$ cat config.mk
export PLATFORM = sky130hd
export DESIGN_NAME = seq_pattern_tx
export DESIGN_NICKNAME = d
export VERILOG_FILES = /design/src/rtl/seq_pkg.sv /design/src/rtl/seq_shift_reg.sv /design/src/rtl/seq_pattern_tx.sv
export SDC_FILE = /design/constraint.sdc
export NUM_CORES = 1
export LEC_CHECK = 0
export CAP_MARGIN = 10
export CORE_MARGIN = 1
export CORE_UTILIZATION = 46
export DETAILED_ROUTE_END_ITERATION = 10
export GPL_TIMING_DRIVEN = 0
export PLACE_DENSITY = 0.78
export SETUP_SLACK_MARGIN = 0.4
export SYNTH_ARGS = -nofsm -noshare
export SYNTH_HDL_FRONTEND = slang
export SYNTH_SLANG_ARGS = --single-unit
$ cat constraint.sdc
create_clock -name clk -period 1.8 [get_ports clk]
set_input_delay 0.36 -clock clk [delete_from_list [all_inputs] [get_ports clk]]
set_output_delay 0.36 -clock clk [all_outputs]
set_load 0.02 [all_outputs]
$ cat src/rtl/seq_pkg.sv
// Shared definitions for the sequence transmitter/detector family:
// FSM state encodings and default sizing constants.
package seq_pkg;

  typedef logic [1:0] state_t;

  localparam state_t ST_IDLE   = 2'd0;
  localparam state_t ST_SHIFT  = 2'd1;
  localparam state_t ST_PARITY = 2'd2;
  localparam state_t ST_GAP    = 2'd3;

  localparam int DEF_PAT_W = 4;
  localparam int DEF_GAP   = 1;
  localparam int DEF_CNT_W = 8;

endpackage

$ cat src/rtl/seq_shift_reg.sv
// Pattern holding register plus MSB-first working shift register.
// cap keeps the accepted pattern so each repetition can be reloaded from it.
module seq_shift_reg #(
  parameter int W = 4
) (
  input  logic         clk,
  input  logic         rst,
  input  logic         load,
  input  logic         reload,
  input  logic         shift,
  input  logic [W-1:0] din,
  output logic [W-1:0] sr,
  output logic [W-1:0] cap
);

  always_ff @(posedge clk) begin
    if (rst) begin
      sr  <= '0;
      cap <= '0;
    end else if (load) begin
      sr  <= din;
      cap <= din;
    end else if (reload) begin
      sr <= cap;
    end else if (shift) begin
      sr <= {sr[W-2:0], 1'b0};
    end
  end

endmodule

$ cat src/rtl/seq_pattern_tx.sv
// Serial pattern transmitter: repeats a captured pattern MSB-first with idle gaps.
// Optional even-parity bit per repetition when SEQ_TX_PARITY_EN is defined.
//
// state  | meaning
// IDLE   | waiting for pat_valid handshake
// SHIFT  | pattern bit on dout
// PARITY | parity bit on dout (SEQ_TX_PARITY_EN only)
// GAP    | idle cycles between repetitions
module seq_pattern_tx
  import seq_pkg::*;
#(
  parameter int PAT_W = DEF_PAT_W,
  parameter int GAP   = DEF_GAP,
  parameter int CNT_W = DEF_CNT_W
) (
  input  logic             clk,
  input  logic             rst,
  input  logic [PAT_W-1:0] pat_in,
  input  logic             pat_valid,
  input  logic [CNT_W-1:0] rep_cnt,
  output logic             pat_ready,
  output logic             dout,
  output logic             dout_valid,
  output logic             busy,
  output logic             done
);

  localparam int BW = $clog2(PAT_W);

  state_t           state, state_n;
  logic [BW-1:0]    bit_cnt;
  logic [3:0]       gap_cnt;
  logic [CNT_W-1:0] rep_left;
  logic [PAT_W-1:0] sr, cap;
  logic             hs, load, reload, shift, end_rep, dout_n;

  assign pat_ready = (state == ST_IDLE) && !rst;
  assign busy      = (state != ST_IDLE);
  assign hs        = pat_valid && pat_ready;

  seq_shift_reg #(.W(PAT_W)) u_sr (
    .clk    (clk),
    .rst    (rst),
    .load   (load),
    .reload (reload),
    .shift  (shift),
    .din    (pat_in),
    .sr     (sr),
    .cap    (cap)
  );

  always_comb begin
    state_n = state;
    load    = 1'b0;
    reload  = 1'b0;
    shift   = 1'b0;
    end_rep = 1'b0;
    dout_n  = 1'b0;
    case (state)
      ST_IDLE: if (hs) begin
        state_n = ST_SHIFT;
        load    = 1'b1;
      end
      ST_SHIFT: begin
        if (bit_cnt != '0) begin
          shift = 1'b1;
        end else begin
`ifdef SEQ_TX_PARITY_EN
          state_n = ST_PARITY;
`else
          end_rep = 1'b1;
`endif
        end
      end
`ifdef SEQ_TX_PARITY_EN
      ST_PARITY: end_rep = 1'b1;
`endif
      ST_GAP: if (gap_cnt == '0) begin
        state_n = ST_SHIFT;
        reload  = 1'b1;
      end
      default: state_n = ST_IDLE;
    endcase

    // a finished repetition either gaps, restarts back-to-back, or ends the burst
    if (end_rep) begin
      if (rep_left > CNT_W'(1)) begin
        if (GAP > 0) begin
          state_n = ST_GAP;
        end else begin
          state_n = ST_SHIFT;
          reload  = 1'b1;
        end
      end else begin
        state_n = ST_IDLE;
      end
    end

    // dout is registered, so compute the bit that will be visible next cycle
    if (load)        dout_n = pat_in[PAT_W-1];
    else if (reload) dout_n = cap[PAT_W-1];
    else if (shift)  dout_n = sr[PAT_W-2];
`ifdef SEQ_TX_PARITY_EN
    else if (state_n == ST_PARITY) dout_n = ^cap;
`endif
  end

  always_ff @(posedge clk) begin
    if (rst) begin
      state      <= ST_IDLE;
      bit_cnt    <= '0;
      gap_cnt    <= '0;
      rep_left   <= '0;
      dout       <= 1'b0;
      dout_valid <= 1'b0;
      done       <= 1'b0;
    end else begin
      state      <= state_n;
      dout       <= dout_n;
      dout_valid <= (state_n == ST_SHIFT) || (state_n == ST_PARITY);
      done       <= end_rep && (state_n == ST_IDLE);

      if (load || reload) bit_cnt <= BW'(PAT_W - 1);
      else if (shift)     bit_cnt <= bit_cnt - BW'(1);

      if (load)         rep_left <= (rep_cnt == '0) ? CNT_W'(1) : rep_cnt;
      else if (end_rep) rep_left <= rep_left - CNT_W'(1);

      if (end_rep && (state_n == ST_GAP))       gap_cnt <= 4'(GAP - 1);
      else if (state == ST_GAP && gap_cnt != '0) gap_cnt <= gap_cnt - 4'd1;
    end
  end

endmodule

Word level (Yosys, flattened, before mapping)
Cells that the tools add are included.
{ "classes": {"n_reduce_logical": 19, "muxes": 24, "eq_ne": 5, "n_addsub": 3, "n_lt_le_gt_ge": 1} }
{ "ops": {"columns": ["op", "count"], "rows": [
  ["two-way mux 8 bit", 3],
  ["two-way mux 2 bit", 6],
  ["two-way mux 1 bit", 11],
  ["two-way mux 3 bit", 3],
  ["> comparator 8 x 1 -> 1 bit, second input constant", 1],
  ["zero test 8 bit", 1],
  ["nonzero test 2 bit", 4],
  ["subtractor 8 x 1 -> 8 bit, second input constant", 1],
  ["== test 2 bit, second input constant", 3],
  ["one-hot mux 2 bit (3 select lines)", 1],
  ["logical AND 1 bit", 5],
  ["== test 2 x 1 -> 1 bit, second input constant", 2],
  ["zero test 2 bit", 2],
  ["zero test 4 bit", 1],
  ["nonzero test 4 bit", 1],
  ["subtractor 4 x 1 -> 4 bit, second input constant", 1],
  ["nonzero test 3 bit", 1],
  ["logical OR 1 bit", 2],
  ["OR reduction 2 bit", 1],
  ["subtractor 2 x 1 -> 2 bit, second input constant", 1],
  ["zero test 1 bit", 1]
]} }
{ "word_totals": {"regBits": 26, "input_bits": 15, "word_cells": 61, "out_inout_bits": 5} }

Logic depth before layout (Yosys ltp)
Gate-level depths: netlist of the first run.
{ "depth": {"depth_word": 9, "ltp_mapped": 8, "depth_no_buf": 8} }

Modules after synthesis
A second synthesis of the first run with hierarchy kept.
{ "hier_totals": {"hier_cells": 158, "area_unflattened_um2": 1353.8} }
{ "by_module_without_submodules": {"columns": ["module", "cells_each", "instances", "seq_area_each_um2", "area_each_um2"], "rows": [
  ["seq_pattern_tx", 116, 1, 380.4, 988.4],
  ["seq_shift_reg", 42, 1, 160.2, 365.4]
]} }

Worst setup path before layout of the first run
Ideal clock, no wire load.
{ "synth_path": {"path_type": "reg-to-reg", "start": "register rep_left[2]", "end": "register gap_cnt[1]", "period_less_slack_ns": 1.920, "required_time_ns": 1.714, "setup_ns": 0.086, "t_arrival_ns": 1.834, "path_stages_with_launch": 7, "slack_ns": -0.120, "path_buffers": 0, "cell_sequence": "dfxtp_1 > or4_4 > nor4_4 > o22ai_2 > ha_1 > a21o_1 > a211oi_1"} }
{ "synth_between": {"elab_chain_cells": 6} }
{ "synth_rtl": {"columns": ["element", "line_no", "rtl"], "rows": [
  ["start, declared", "seq_pattern_tx.sv:33", "logic [CNT_W-1:0] rep_left;"],
  ["start signal, assigned", "seq_pattern_tx.sv:126", "if (load) rep_left <= (rep_cnt == '0) ? CNT_W'(1) : rep_cnt;"],
  ["start signal, assigned", "seq_pattern_tx.sv:127", "else if (end_rep) rep_left <= rep_left - CNT_W'(1);"],
  ["> comparator 8 x 1 -> 1 bit", "seq_pattern_tx.sv:87", "if (rep_left > CNT_W'(1)) begin"],
  ["two-way mux 2 bit", "seq_pattern_tx.sv:87", null],
  ["two-way mux 2 bit", "seq_pattern_tx.sv:86", "if (end_rep) begin"],
  ["== test 2 bit", "seq_pattern_tx.sv:129", "if (end_rep && (state_n == ST_GAP)) gap_cnt <= 4'(GAP - 1);"],
  ["logical AND 1 bit", "seq_pattern_tx.sv:129", null],
  ["OR reduction 2 bit (no line)", null, null],
  ["end signal, assigned", "seq_pattern_tx.sv:129", null],
  ["end signal, assigned", "seq_pattern_tx.sv:130", "else if (state == ST_GAP && gap_cnt != '0) gap_cnt <= gap_cnt - 4'd1;"],
  ["end, declared", "seq_pattern_tx.sv:32", "logic [3:0] gap_cnt;"]
]} }
No other way between the ends.
A chain may end at the register's enable or synchronous reset.

Worst setup path in the final report of the first run
{ "layout_path": {"start": "register rep_left[5]", "end": "register gap_cnt[1]"} }
Same word-level chain as after synthesis.

==> flow_summary.ini, run 1 <==
[status]
outcome = complete, but fails checks
violations = setup timing

[power]
p_per_area_mw_per_mm2 = 690.2
leakagePower_uw = 0.0008489
ir_drop_uv = 546.5
p_total_uw = 1559

[detailed_routing]
vias = 1431
drt_iter0_markers = 119
drc_errors = 0
antenna_left = 0
viasPerCell = 6.142
wl_per_cell_um = 21.07
drt_first_pass_iters = 4
routed_wl_mm = 4.910

[placement]
numPortBuffers = 19
dp.cells = 201
placedInstanceArea_mm2 = 0.001658
place.gp.congestion = 0.7929
hpwlAfterDp_mm = 2.309

[sta]
slew_violations = 0
setup_viol = 6
finalCritPeriodShare_pct = 115.2
clock.fmax_ghz = 0.4824
skew_ps = 8.145
maxSlewHeadroom_pct = 54.44
finalHoldViolCount = 0
setup_ws_ps = -273.1
min_period_ps = 2073
rsz0062_at_grt = yes
tightest_slew_ps = 683.4

[critical_path]
crit_fanout = 4
worst-setup-path-type = reg -> reg
arrival_ps = 2340
end_kind = flop
cp-start-kind = flop
required_ps = 2070

[logic_synthesis]
syn_nets = 171
ys.flop_type = dfxtp_1
synth.avg_cell_area_um2 = 8.966
synth-edff-count = 0
yosys-top-cells-area = dfxtp_1, nor2_1, nand2_1, ha_1, a21oi_1
ys_warn_count = 0
syn-cell-area_mm2 = 0.001354
yosys.area.top_type = dfxtp_1
synth-async-reset-ratio_pct = 0
synthCells = 151
synth_top_area_share_pct = 38.45
seq_area_frac_synth_pct = 38.45
ys_ff_latch = 26
ys_types = 51

[floorplanning]
num_io_pins = 20
dieWidth_um = 56.25
die_h_um = 56.25
core-area_mm2 = 0.002781
die_area_mm2 = 0.003164
start_util_pct = 48.67
rows = 19

[layout]
post-route-util_pct = 81.20
fillCellCount = 135
n_antenna_cell = 0
final-instance-count-excl-fill = 233
nets = 224
layout_commonest_cell = buf_6
synthToLayoutAreaGrowth_pct = 66.82
layout_common_cells = buf_6, dfxtp_1, clkdlybuf4s50_1, nor2_1, buf_4
fin_area_mm2 = 0.002258
drive_above_1_share_pct = 52.97

[clock_network]
cts_buffers = 3
ctsHtreeMaxLevel = 1
clock_path_buffers = 2
cts_root_buffer = clkbuf_4
cts.sinks = 26
hold_buffers = 0
clock_latency_ps = 330
cts_tree = done
clk_pin_slew_ps = 140

[grt]
antenna_found_initial = 0
grt_pass1_vias = 1460
grt_pass1_wl_mm = 7.307
grt_max_degree = 14
gr-total-overflow = 0
grt.total_usage_pct = 30.78

[run]
cap_violations = 0

[min_path]
holdCritPathClass = reg -> reg
[flip-flops by register name, summed over array words and instances, names as in the netlist]
signal and flops:
u_sr.sr 3, rep_left 8, bit_cnt 2, dout_valid 1, dout 1, done 1
u_sr.cap 4, state 2, gap_cnt 4
[critical path, cell delays in order, from the launching register on]
cell      delay, ps
dfxtp_2         350
or4_4           560
nor4_4          380
o22ai_2         160
ha_4            200
a21o_4          230
a211oi_2        140
[final cells by class]
type	instances	area, µm²	area share [%]
tap	31	38.79	1.717
sequential	26	530.5	23.49
inverter	8	30.03	1.330
timing repair buffer	48	516.7	22.88
clock buffer	3	22.52	0.9972
multi-input combinational	108	1028	45.54
buffer	9	91.34	4.044
[synthesized netlist by cell type (2+ instances only)]
cell and instances:
a211oi_1 4, a21o_1 2, a21oi_1 9, a221oi_1 3, a31oi_1 2, a32oi_1 2, buf_2 2, buf_6 3
clkbuf_1 2, dfxtp_1 26, ha_1 5, inv_1 8, nand2_1 17, nand2b_1 2, nand3_1 2, nor2_1 19
nor2b_1 2, nor3_1 4, nor4_1 3, o32ai_1 2, xnor2_1 2
[power breakdown]
group	internal [µW]	switching, µW
clock network	78.8	176
logic	318	306
registers	625	54.3
total	1020	537
[worst paths after layout]
kind | from | endpoint | slack, ps | cells after the start
hold reg to reg | bit_cnt[0] | bit_cnt[0] | 450 | 1
hold / removal | bit_cnt[0] | bit_cnt[0] | 450 | 1
setup / recovery | rep_left[5] | gap_cnt[1] | -270 | 6
setup reg to reg | rep_left[5] | gap_cnt[1] | -270 | 6
[per-stage QoR]
| step | setup TNS [ps] | hold slack [ps] | setup WS (ps) |
|---|---|---|---|
| CTS | -519.9 | 484.0 | -167.9 |
| floorplan | 0 | 436.7 | 7.877 |
| finish | -1033 | 451.9 | -273.1 |
| detailed placement | -7765 | 462.5 | -620.0 |
| global route | -1317 | 465.9 | -312.2 |
| global placement | -7025 | 449.5 | -621.0 |
[kinds of logic (layout without fill, tap and decap cells)]
group / Yosys count / count (layout) / share of synthesized area [%]
AOI/OAI and AO/OA: 36 / 36 / 20.79
xor gates and xnor gates: 3 / 3 / 1.941
adders and majority gates: 5 / 5 / 4.621
buffers and inverters: 17 / 68 / 6.932
DFF: 26 / 26 / 38.45
and+or+nand+nor: 64 / 64 / 27.27
[routing by layer]
| metal | global-route usage (%) | share of wire (%) | up-vias |
|---|---|---|---|
| met4 | 15.68 | 4.4 | 0 |
| met3 | 3.687 | 3.9 | 20 |
| li1 | - | - | 657 |
| met1 | 37.94 | 43 | 692 |
| met5 | 0 | 0 | - |
| met2 | 52.72 | 49 | 62 |
[what timing repair did]
item                       4_1_cts  5_1_grt
cloned                           2        0
pin swaps                       19       15
gates resized for setup         74       27
setup endpoints to repair       31       29
buffers inserted                21        6
No activity file was read; power rests on OpenSTA's default activity.
==> run 2, diff against run 1 <==
--- a/config.mk
+++ b/config.mk
@@ -8,6 +8,7 @@
 export CAP_MARGIN = 10
 export CORE_MARGIN = 1
 export CORE_UTILIZATION = 46
+export CTS_BUF_LIST = sky130_fd_sc_hd__clkbuf_16
 export DETAILED_ROUTE_END_ITERATION = 10
 export GPL_TIMING_DRIVEN = 0
 export PLACE_DENSITY = 0.78
==> run 2 against run 1 <==
Effect of this change:
- register-to-register slack improved by 150 ps
- first-iteration DRC count shrank 26%
- routed wire length rose by 1.7%
- critical endpoint unchanged
- global-route usage is 2.3 points lower
- the flow still finishes with violations (setup timing)
- count of clock-buffer cells in the layout unchanged
- critical path type unchanged
- sequential cell count is the same
- utilization fell by 0.40 points
==> flow_summary.ini, run 2 (synthesis results as in run 1) <==
[status]
outcome = complete, but fails checks
violations = setup timing

[detailed_routing]
vias = 1434
drc_errors = 0
drt_first_pass_iters = 4
antenna_left = 0
viasPerCell = 6.208
wl_per_cell_um = 21.62
routed_wl_mm = 4.995
drt_iter0_markers = 88

[layout]
seq_area_um2 = 528.0
multi_input_area_mm2 = 0.001007
largest_reg_flops = 8
layout_commonest_cell = dfxtp_1
fillCellCount = 144
layout_common_cells = dfxtp_1, buf_4, nor2_1, clkdlybuf4s50_1, buf_6
post-route-util_pct = 80.79
n_antenna_cell = 0
final-instance-count-excl-fill = 231
drive_above_1_share_pct = 52.50
synthToLayoutAreaGrowth_pct = 65.99
regMostFlops = rep_left
top_regs = rep_left x8, gap_cnt x4, u_sr.cap x4
nets = 222

[floorplanning]
die_area_mm2 = 0.003164
core-area_mm2 = 0.002781
start_util_pct = 48.67
dieWidth_um = 56.25
rows = 19
die_h_um = 56.25
num_io_pins = 20

[placement]
pre_cts_slack_ps = -620.0
hpwlAfterDp_mm = 2.309
dp.cells = 201
place.gp.congestion = 0.7929
numPortBuffers = 19

[sta]
rsz0062_at_grt = yes
clock.fmax_ghz = 0.5199
min_period_ps = 1923
setup_viol = 6
setup_ws_ps = -123.4
slew_violations = 0
whs_ps = 452.9
finalCritPeriodShare_pct = 106.9
maxSlewHeadroom_pct = 44.54
finalHoldViolCount = 0
skew_ps = 3.745
tightest_slew_ps = 831.9

[power]
pwr-share-clk_pct = 28.2
switching_share_pct = 31.09
ir_drop_uv = 954.3
intPower_uw = 1222
p_seq_share_pct = 38.0
p_per_area_mw_per_mm2 = 789.3
p_switching_uw = 551.4
leakagePower_uw = 0.0008820
p_comb_share_pct = 33.8

[run]
cap_violations = 0

[min_path]
holdCritPathClass = reg -> reg

[critical_path]
arrival_ps = 2110
worstPathCellList = or4_4, nor4_4, o22ai_2, ha_2, a21o_1, a211oi_2
worst-setup-path-type = reg -> reg
cpPeakStageDelay_ps = 550
crit_fanout = 4
end_kind = flop
rrSetupSlack_ps = -120
cp_slowest_cell = or4_4
cp-start-kind = flop
required_ps = 1990

[grt]
grt_pass1_vias = 1433
antenna_found_initial = 0
gr-total-overflow = 0
grt_pass1_wl_mm = 6.865
grt.total_usage_pct = 28.53
grt_max_degree = 14

[clock_network]
cts_root_buffer = clkbuf_16
cts.sinks = 26
clk_pin_slew_ps = 60
cts_buffers = 3
clock_path_buffers = 2
cts_tree = done
ctsHtreeMaxLevel = 1
clock_latency_ps = 260
hold_buffers = 0
## run 2: cell types whose count changed in the layout (fill, tap and decap cells not counted), moves of 2 or more
cell,previous run,this run
dlygate4sd2_1,2,4
buf_6,19,11
buf_4,11,18
dfxtp_1,18,20
nand2_4,6,8
clkbuf_16,0,4
a21oi_2,8,6
clkdlybuf4s15_1,2,0
clkbuf_4,4,1
dfxtp_2,8,6
ha_2,2,4
## run 2: final timing paths
| check | start | end | cells past startpoint |
|---|---|---|---|
| setup / recovery | rep_left[5] | gap_cnt[1] | 6 |
| setup reg to reg | rep_left[5] | gap_cnt[1] | 6 |
| hold / removal | bit_cnt[0] | bit_cnt[0] | 1 |
| hold reg to reg | bit_cnt[0] | bit_cnt[0] | 1 |
## run 2: power by group through the flow
stage	combinational (µW)	sequential [µW]	clock, µW
finish	600	674	500
detailed placement	366	673	0
floorplan	254	672	0
CTS	491	664	481
global placement	353	670	0
global route	625	679	523
## run 2: critical path: cells and delay by family, from the launching register on
family / cells / cell delay (ps)
adders and majority gates: 1 / 190
DFF: 1 / 320
AOI/OAI and AO/OA: 3 / 520
and+or+nand+nor: 2 / 810
## run 2: per-layer routing
| metal | GRT usage, % | vias up | part of all wire [%] |
|---|---|---|---|
| met5 | 0 | - | 0 |
| met4 | 13.59 | 0 | 3.8 |
| met3 | 6.912 | 21 | 3.9 |
| met2 | 50.51 | 50 | 50 |
| met1 | 31.93 | 717 | 42 |
| li1 | - | 646 | - |
## run 2: layout make-up
| type | instances | area share, % |
|---|---|---|
| plain buffers | 9 | 4.343 |
| well taps | 31 | 1.726 |
| clock buffers | 3 | 3.341 |
| flip-flops and latches | 26 | 23.50 |
| repair buffers | 46 | 20.94 |
| inverters | 8 | 1.336 |
| multi-input cells | 108 | 44.82 |
## run 2: what timing repair did
action                                  CTS  global route
gates cloned                              1             1
gates resized for setup                  59            30
endpoints found under the setup margin   31            28
pin swaps                                12            17
buffers inserted                         20             5
## run 2: per-stage QoR
step	TNS, ps	area (µm²)	power (µW)
6_report	-400.6	2247	1774
5_1_grt	-966.2	2247	1827
4_1_cts	-269.0	2066	1636
3_5_place_dp	-7765	1658	1039
3_3_place_gp	-7025	1658	1023
2_1_floorplan	0	1429	925.3
==> run 3, diff against run 2 <==
--- a/config.mk
+++ b/config.mk
@@ -12,7 +12,6 @@
 export DETAILED_ROUTE_END_ITERATION = 10
 export GPL_TIMING_DRIVEN = 0
 export PLACE_DENSITY = 0.78
-export SETUP_SLACK_MARGIN = 0.4
 export SYNTH_ARGS = -nofsm -noshare
 export SYNTH_HDL_FRONTEND = slang
 export SYNTH_SLANG_ARGS = --single-unit
==> run 3 against run 2 <==
Effect of this change:
- largest power group unchanged
- total power fell by 3.5%
- worst setup slack barely moved
- routed wire length fell by 34%
- critical path type unchanged
- sequential share of layout area rose by 4.9 points
- combinational power fell by 31%
- the flow still finishes with violations (setup timing)
- first-iteration DRC count fell by 42%
- non-clock buffer count fell by 15
==> flow_summary.ini, run 3 (synthesis results as in run 1) <==
[placement]
pre_cts_slack_ps = -623.9
hpwlAfterDp_mm = 2.214
place.gp.congestion = 0.8133
numPortBuffers = 19
placedInstanceArea_mm2 = 0.001585

[grt]
grt_max_degree = 16
grt_pass1_wl_mm = 5.409
grt.total_usage_pct = 21.65
grt_pass1_vias = 1229
gr-total-overflow = 0
antenna_found_initial = 0

[floorplanning]
core-area_mm2 = 0.002781
dieWidth_um = 56.25
die_h_um = 56.25
die_area_mm2 = 0.003164
rows = 19
start_util_pct = 48.67
num_io_pins = 20

[sta]
setup_viol = 6
tightest_slew_ps = 653.9
rsz0062_at_grt = yes
finalHoldViolCount = 0
maxSlewHeadroom_pct = 56.40
min_period_ps = 1924
clock.fmax_ghz = 0.5199
tns_ps = -348.4
finalCritPeriodShare_pct = 106.9
skew_ps = 3.936
slew_violations = 0
setup_ws_ps = -123.6

[status]
outcome = complete, but fails checks
violations = setup timing

[layout]
layout_commonest_cell = dfxtp_1
fillCellCount = 226
top_regs = rep_left x8, gap_cnt x4, u_sr.cap x4
largest_reg_flops = 8
layout_common_cells = dfxtp_1, nor2_1, nand2_1, clkdlybuf4s50_1, buf_4
regMostFlops = rep_left
synthToLayoutAreaGrowth_pct = 36.14
drive_above_1_share_pct = 25.27
nets = 207
fin_area_mm2 = 0.001843
n_antenna_cell = 0
seq_area_um2 = 523.0
multi_input_area_um2 = 784.5

[critical_path]
end_kind = flop
crit_fanout = 4
arrival_ps = 2110
worst-setup-path-type = reg -> reg
cp-start-kind = flop
required_ps = 1980

[clock_network]
clock_latency_ps = 260
clock_path_buffers = 2
cts_buffers = 3
cts.sinks = 26
cts_tree = done
hold_buffers = 0
clk_pin_slew_ps = 60
ctsHtreeMaxLevel = 1
cts_root_buffer = clkbuf_16

[power]
p_per_area_mw_per_mm2 = 928.5
leakagePower_uw = 0.0006943
ir_drop_uv = 796.2

[detailed_routing]
routed_wl_mm = 3.313
viasPerCell = 5.742
wl_per_cell_um = 15.27
drt_iter0_markers = 51
antenna_left = 0
drc_errors = 0
vias = 1246
drt_first_pass_iters = 4

[run]
cap_violations = 0

[min_path]
holdCritPathClass = reg -> reg
run 3: cell types whose count changed in the layout (fill, tap and decap cells not counted), sizes merged:
| cell | before | now |
|---|---|---|
| buf | 36 | 19 |
| clkdlybuf4s50 | 12 | 17 |
| dlygate4sd2 | 4 | 1 |
| bufinv | 0 | 1 |
run 3: critical path: stages, from the launching register on:
cell and delay (ps):
dfxtp_2 330, or4_4 550, nor4_4 280, o22ai_2 140
ha_2 210, a21o_4 220, a211oi_2 130
run 3: cell type report:
class	count	area share (%)
repair buffers	31	14.87
well taps	31	2.105
multi-input cells	108	42.57
clock inverters	1	1.629
inverters	8	1.629
clock buffers	3	4.073
flip-flops and latches	26	28.38
plain buffers	9	4.752
run 3: through the flow:
step	utilization (%)	total power [µW]	cells	hold WS, ps
2_1_floorplan	-	907.4	151	432.2
6_report	66.26	1711	217	457.8
3_5_place_dp	57.00	1018	201	453.0
3_3_place_gp	57.00	1003	201	441.2
4_1_cts	63.07	1693	209	458.8
5_1_grt	66.26	1784	217	484.6
run 3: final timing paths:
path	from	end	slack, ps	cells after the start
max reg2reg	rep_left[3]	gap_cnt[1]	-120	6
max	rep_left[3]	gap_cnt[1]	-120	6
min	u_sr.cap[0]	u_sr.cap[0]	460	2
min reg2reg	u_sr.cap[0]	u_sr.cap[0]	460	2
run 3: power breakdown:
part / internal (µW) / total, µW / switching, µW
Combinational: 212 / 415 / 203
Clock: 442 / 637 / 195
Sequential: 622 / 658 / 36.3
Total: 1280 / 1710 / 435
run 3: what timing repair did:
| item | in CTS | in global routing |
|---|---|---|
| pin swaps | 6 | 6 |
| setup endpoints to repair | 8 | 23 |
| hold endpoints to repair | 0 | 0 |
| buffers inserted | 4 | 8 |
| resized for setup | 13 | 10 |
run 3: per-layer routing:
| metal | wire, µm | up-vias | part of all wire (%) | GRT usage (%) |
|---|---|---|---|---|
| li1 | - | 623 | - | - |
| met1 | 1470 | 588 | 44 | 26.38 |
| met2 | 1680 | 28 | 51 | 37.24 |
| met3 | 87 | 7 | 2.6 | 4.839 |
| met4 | 74 | 0 | 2.2 | 8.014 |
| met5 | 0 | - | 0 | 0 |
==> RTL change 1 (settings of run 2) <==
Build with the macro `SEQ_TX_PARITY_EN` defined.
--- a/src/rtl/seq_pattern_tx.sv
+++ b/src/rtl/seq_pattern_tx.sv
@@ -6,6 +6,8 @@
 // SHIFT  | pattern bit on dout
 // PARITY | parity bit on dout (SEQ_TX_PARITY_EN only)
 // GAP    | idle cycles between repetitions
+`define SEQ_TX_PARITY_EN
+
 module seq_pattern_tx
   import seq_pkg::*;
 #(
Function: changed (Yosys sat finds a counterexample within 10 cycles, from zero or initial values and one cycle with rst high).
==> RTL change 1 against run 2 <==
The flow still finishes with violations (negative setup slack); worst setup slack worse by 0.092 ns; sequential cell count unchanged; first-iteration DRC count is 6.8% lower; clock skew fell by 0.0012 ns; via count rose by 3.2%; cell area increased by 0.22%; area after synthesis fell by 1.7%; wire length fell by 3.7%.
Power is not compared: it rests on default switching activity, and its combinational part moved more than twofold at a synthesized area within 25%.
==> RTL change 1: results (changes against run 2) <==
Placed design
  • Placement Cell Area: 0.00163 mm^2 (-2.0%)
  • Placed Cells: 209 (+4.0%)
  • HPWL after DPL: 2.35 mm (+1.9%)
  • Routability cong.: 0.805 (+1.5%)
  • Port bufs: 18 (-1)
  • Dpl ws: -0.506 ns (+0.114 ns)

Route
  • TritonRoute pass-1 iters: 4 (unchanged)
  • M1 WL: 1.81 mm (-13%)
  • DR WL met3: 257 um (+32%)
  • Vias per cell: 6.12 (-1.5%)
  • Total wire length: 4.81 mm (-3.7%)
  • Wirelength per Cell: 19.9 um (-8.1%)
  • Initial drt markers: 82 (-6.8%)
  • Metal2 WL: 2.62 mm (+4.2%)

STA
  • Final Skew: 0.00255 ns (-0.00120 ns)
  • Setup TNS: -0.381 ns (+0.0198 ns)
  • Setup ws final: -0.215 ns (-0.0917 ns)
  • Setup-failing EPs final: 3 (-3)
  • Worst slew pin tran: 0.585 ns (-0.247 ns)

CTS
  • H-tree levels: 1 (unchanged)
  • Clock-pin slew on the worst setup and hold paths: 0.06 ns (about the same)
  • Post-CTS Resized: 63 (+6.8%)
  • Post-CTS Repair Setup Buffers: 17 (-15%)

Global route
  • Largest net degree at the start of global routing: 15 (+1)
  • GRT met1 Usage: 29.5% (-2.4 points)
  • Met2 Use GR: 54.4% (+3.9 points)
  • GRT Util Overall: 28.5% (-0.029 points)
  • Vias in the first global route: 1498 (+4.5%)
  • Met3 usage: 6.51% (-0.40 points)
  • First-pass GRT wire length: 6.93 mm (+1.0%)

Outcome
  • Status: complete, but fails checks
  • Failing checks: negative setup slack

Layout
  • Final #Nets: 232 (+4.5%)
  • Largest registers: rep_left: 8 flops, gap_cnt: 4 flops, u_sr.cap: 4 flops
  • Buffering overhead: 22.7% (-2.6 points)
  • Inserted Diodes: 0 (unchanged)
  • Seq area share: 23.8% (+0.34 points)
  • Footprint of the multi-input gates: 0.00105 mm^2 (+4.7%)
  • ClkCell Share: 3.50% (+0.16 points)
  • Non-CTS buffers: 55 (unchanged)
  • Post-Layout Inst Area: 0.00225 mm^2 (+0.22%)
  • Inverters: 7 (-1)
  • Multi-In Gates: 119 (+10%)
  • Layout cells sized above 1: 46.9% (-5.6 points)
  • Number of fill cells: 155 (+7.6%)

Yosys
  • Asr flop ratio synth: 0% (unchanged)
  • Synth top cells by count: dfxtp_1 (26), nand2_1 (17), nor2_1 (17)
  • Post-Syn Area: 0.00133 mm^2 (-1.7%)
  • Sequential element share of the synthesized area: 39.1% (+0.65 points)
  • Mapped Nets: 180 (+5.3%)
  • Synth cell types: 39 (-24%)
  • Gate Count Post-Synth: 160 (+6.0%)
  • Synth top area cells: dfxtp_1 (39%), a21oi_1 (6.0%), nand2_1 (4.8%), nor2_1 (4.8%), ha_1 (4.7%)

Hold path
  • WHS Path Cells: 2 (+1)

Critical path
  • Critical path fanouts, max: 3 (-1)
  • WP data arrival: 2.19 ns (+0.08 ns)
  • Reg2Reg Depth: 8 (+2)

Power and ir drop
  • Lkg Pwr: 0.829 nW
  • P per Cell Area: 1110 mW/mm^2
  • P_comb: 1.21 mW
## RTL change 1: kinds of logic (layout without fill, tap and decap cells)
kind of cell             after synthesis  count (layout)  synth area share [%]
AO/OA/AOI/OAI                         42              42                  21.0
XOR/XNOR                               6               6                  3.95
adder cells (fa/ha/maj)                5               5                  4.70
buffers and inverters                 15              66                  4.79
flip-flops                            26              26                  39.1
AND/OR/NAND/NOR                       66              66                  26.5
## RTL change 1: critical path, cell delays in order (launching register included)
cell and delay, ns:
dfxtp_2 0.32, or3_4 0.41, nor4_4 0.28, nand2_1 0.13, o31ai_2 0.09, ha_2 0.23
nor2b_4 0.14, a22oi_2 0.07, a221oi_2 0.24
## RTL change 1: worst paths after layout
kind,startpoint,to,slack [ns]
max,rep_left[4],dout,-0.22
min,rep_left[2],rep_left[2],0.49
max reg2reg,rep_left[4],dout,-0.22
min reg2reg,rep_left[2],rep_left[2],0.49
==> RTL change 2 (settings of run 2) <==
Made on the original files. Reset style: asynchronous (`rst`), changed in 2 clocked blocks.
--- a/src/rtl/seq_shift_reg.sv
+++ b/src/rtl/seq_shift_reg.sv
@@ -13,7 +13,7 @@
   output logic [W-1:0] cap
 );
 
-  always_ff @(posedge clk) begin
+  always_ff @(posedge clk or posedge rst) begin
     if (rst) begin
       sr  <= '0;
       cap <= '0;
--- a/src/rtl/seq_pattern_tx.sv
+++ b/src/rtl/seq_pattern_tx.sv
@@ -105,7 +105,7 @@
 `endif
   end
 
-  always_ff @(posedge clk) begin
+  always_ff @(posedge clk or posedge rst) begin
     if (rst) begin
       state      <= ST_IDLE;
       bit_cnt    <= '0;
Formal check against the unedited RTL: differs if rst is asserted again (counterexample within 4 cycles, from zero or initial values and one cycle with rst high); with rst held inactive, the same outputs for 10 cycles.
==> RTL change 2 against run 2 <==
The run still ends with negative setup slack left; synthesized cell count down 7.3%; cell area up 6.6%; wire length up 6.6%; sequential cell count unchanged; area after synthesis up 0.18%; sequential share of layout area up 3.9 points; worst setup slack better by 0.070 ns; final cell count up 1.3%; critical endpoint is now u_sr.sr[2]; largest cell class unchanged.
Power is not compared: it rests on default switching activity, and its combinational part moved more than twofold at a synthesized area within 25%.
==> RTL change 2: results (changes against run 2) <==
Global route
  • GRT Util Overall: 30.4% (+1.8 points)
  • Vias in the first global route: 1490 (+4.0%)
  • First-pass GRT wire length: 7.22 mm (+5.1%)
  • Largest net degree at the start of global routing: 27 (+13)

Outcome
  • Failing checks: negative setup slack
  • Status: complete, but fails checks

Layout
  • Layout cells sized above 1: 53.2% (+0.70 points)
  • Final #Nets: 224 (+0.90%)

Placed design
  • HPWL after DPL: 2.25 mm (-2.5%)
  • Placed Cells: 190 (-5.5%)
  • Dpl ws: -0.411 ns (+0.209 ns)
  • Placement Cell Area: 0.00164 mm^2 (-0.91%)
  • Routability cong.: 0.862 (+8.7%)

Yosys
  • Synth cell types: 41 (-20%)
  • Mapped Nets: 160 (-6.4%)
  • Mean Syn Cell Area: 9.69 um^2 (+8.1%)
  • Asr flop ratio synth: 100% (+100 points)
  • Sequential element share of the synthesized area: 48.0% (+9.5 points)
  • Synth top area cells: dfrtp_1 (48%), nand2_1 (6.1%), ha_1 (4.6%), nor3_1 (3.7%), inv_1 (2.8%)

Critical path
  • Crit path to: u_sr.sr[2]
  • R2r startpoint: gap_cnt[0]
  • CP max stage delay: 0.41 ns (-0.14 ns)
  • WP data arrival: 2.00 ns (-0.11 ns)

Route
  • DR vias: 1448 (+0.98%)
  • Initial drt markers: 77 (-13%)

STA
  • Max-slew headroom at the worst pin: 60.8% (+16 points)
  • Setup-failing EPs final: 4 (-2)
  • Setup ws final: -0.0533 ns (+0.0701 ns)
  • Setup TNS: -0.121 ns (+0.279 ns)
==> RTL change 2: changes by cell type after synthesis, moves of 3 or more <==
cell / before / now
dfrtp_1: 0 / 26
dfxtp_1: 26 / 0
nor2_1: 19 / 10
a21oi_1: 9 / 2
nor3_1: 4 / 10
nand2_1: 17 / 22
o22ai_1: 0 / 4
o21ai_1: 0 / 3
==> RTL change 2: cell families after synthesis <==
family                   Yosys count  synth area share (%)
buffers and inverters             16                  5.35
AND/OR/NAND/NOR                   64                  24.9
multiplexers                       2                  1.48
adder cells (fa/ha/maj)            5                  4.61
flip-flops                        26                  48.0
XOR/XNOR                           3                  1.94
AO/OA/AOI/OAI                     24                  13.7
==> RTL change 2: layer usage <==
metal | GRT usage (%) | part of all wire (%) | wire [um]
met1 | 37.1 | 40 | 2130
met2 | 51.5 | 51 | 2730
met3 | 4.61 | 5.2 | 275
met4 | 16.4 | 3.5 | 188
met5 | 0 | 0 | 0
==> RTL change 2: worst min-delay path by stage <==
stage          depth (start not counted)  slack, ns          end
2_1_floorplan                          1       0.40   bit_cnt[0]
3_5_place_dp                           2       0.47  u_sr.cap[1]
6_report                               2       0.39   gap_cnt[2]
4_1_cts                                2       0.49  u_sr.cap[1]
5_1_grt                                2       0.44   gap_cnt[3]
3_3_place_gp                           2       0.45  u_sr.cap[3]
==> RTL change 2: repair_timing <==
item,CTS,global route
cloned,1,0
buffers inserted,25,14
pin swaps,28,9
endpoints found under the setup margin,55,30
resized for setup,70,35
==> RTL change 2: final cells by class <==
cell class / count / area (um^2)
timing repair buffer: 59 / 573
buffer: 6 / 78.8
fill: 107 / 385
clock buffer: 3 / 75.1
clock inverter: 1 / 3.75
inverter: 10 / 41.3
sequential: 26 / 657
tap: 31 / 38.8
multi-input combinational: 98 / 928
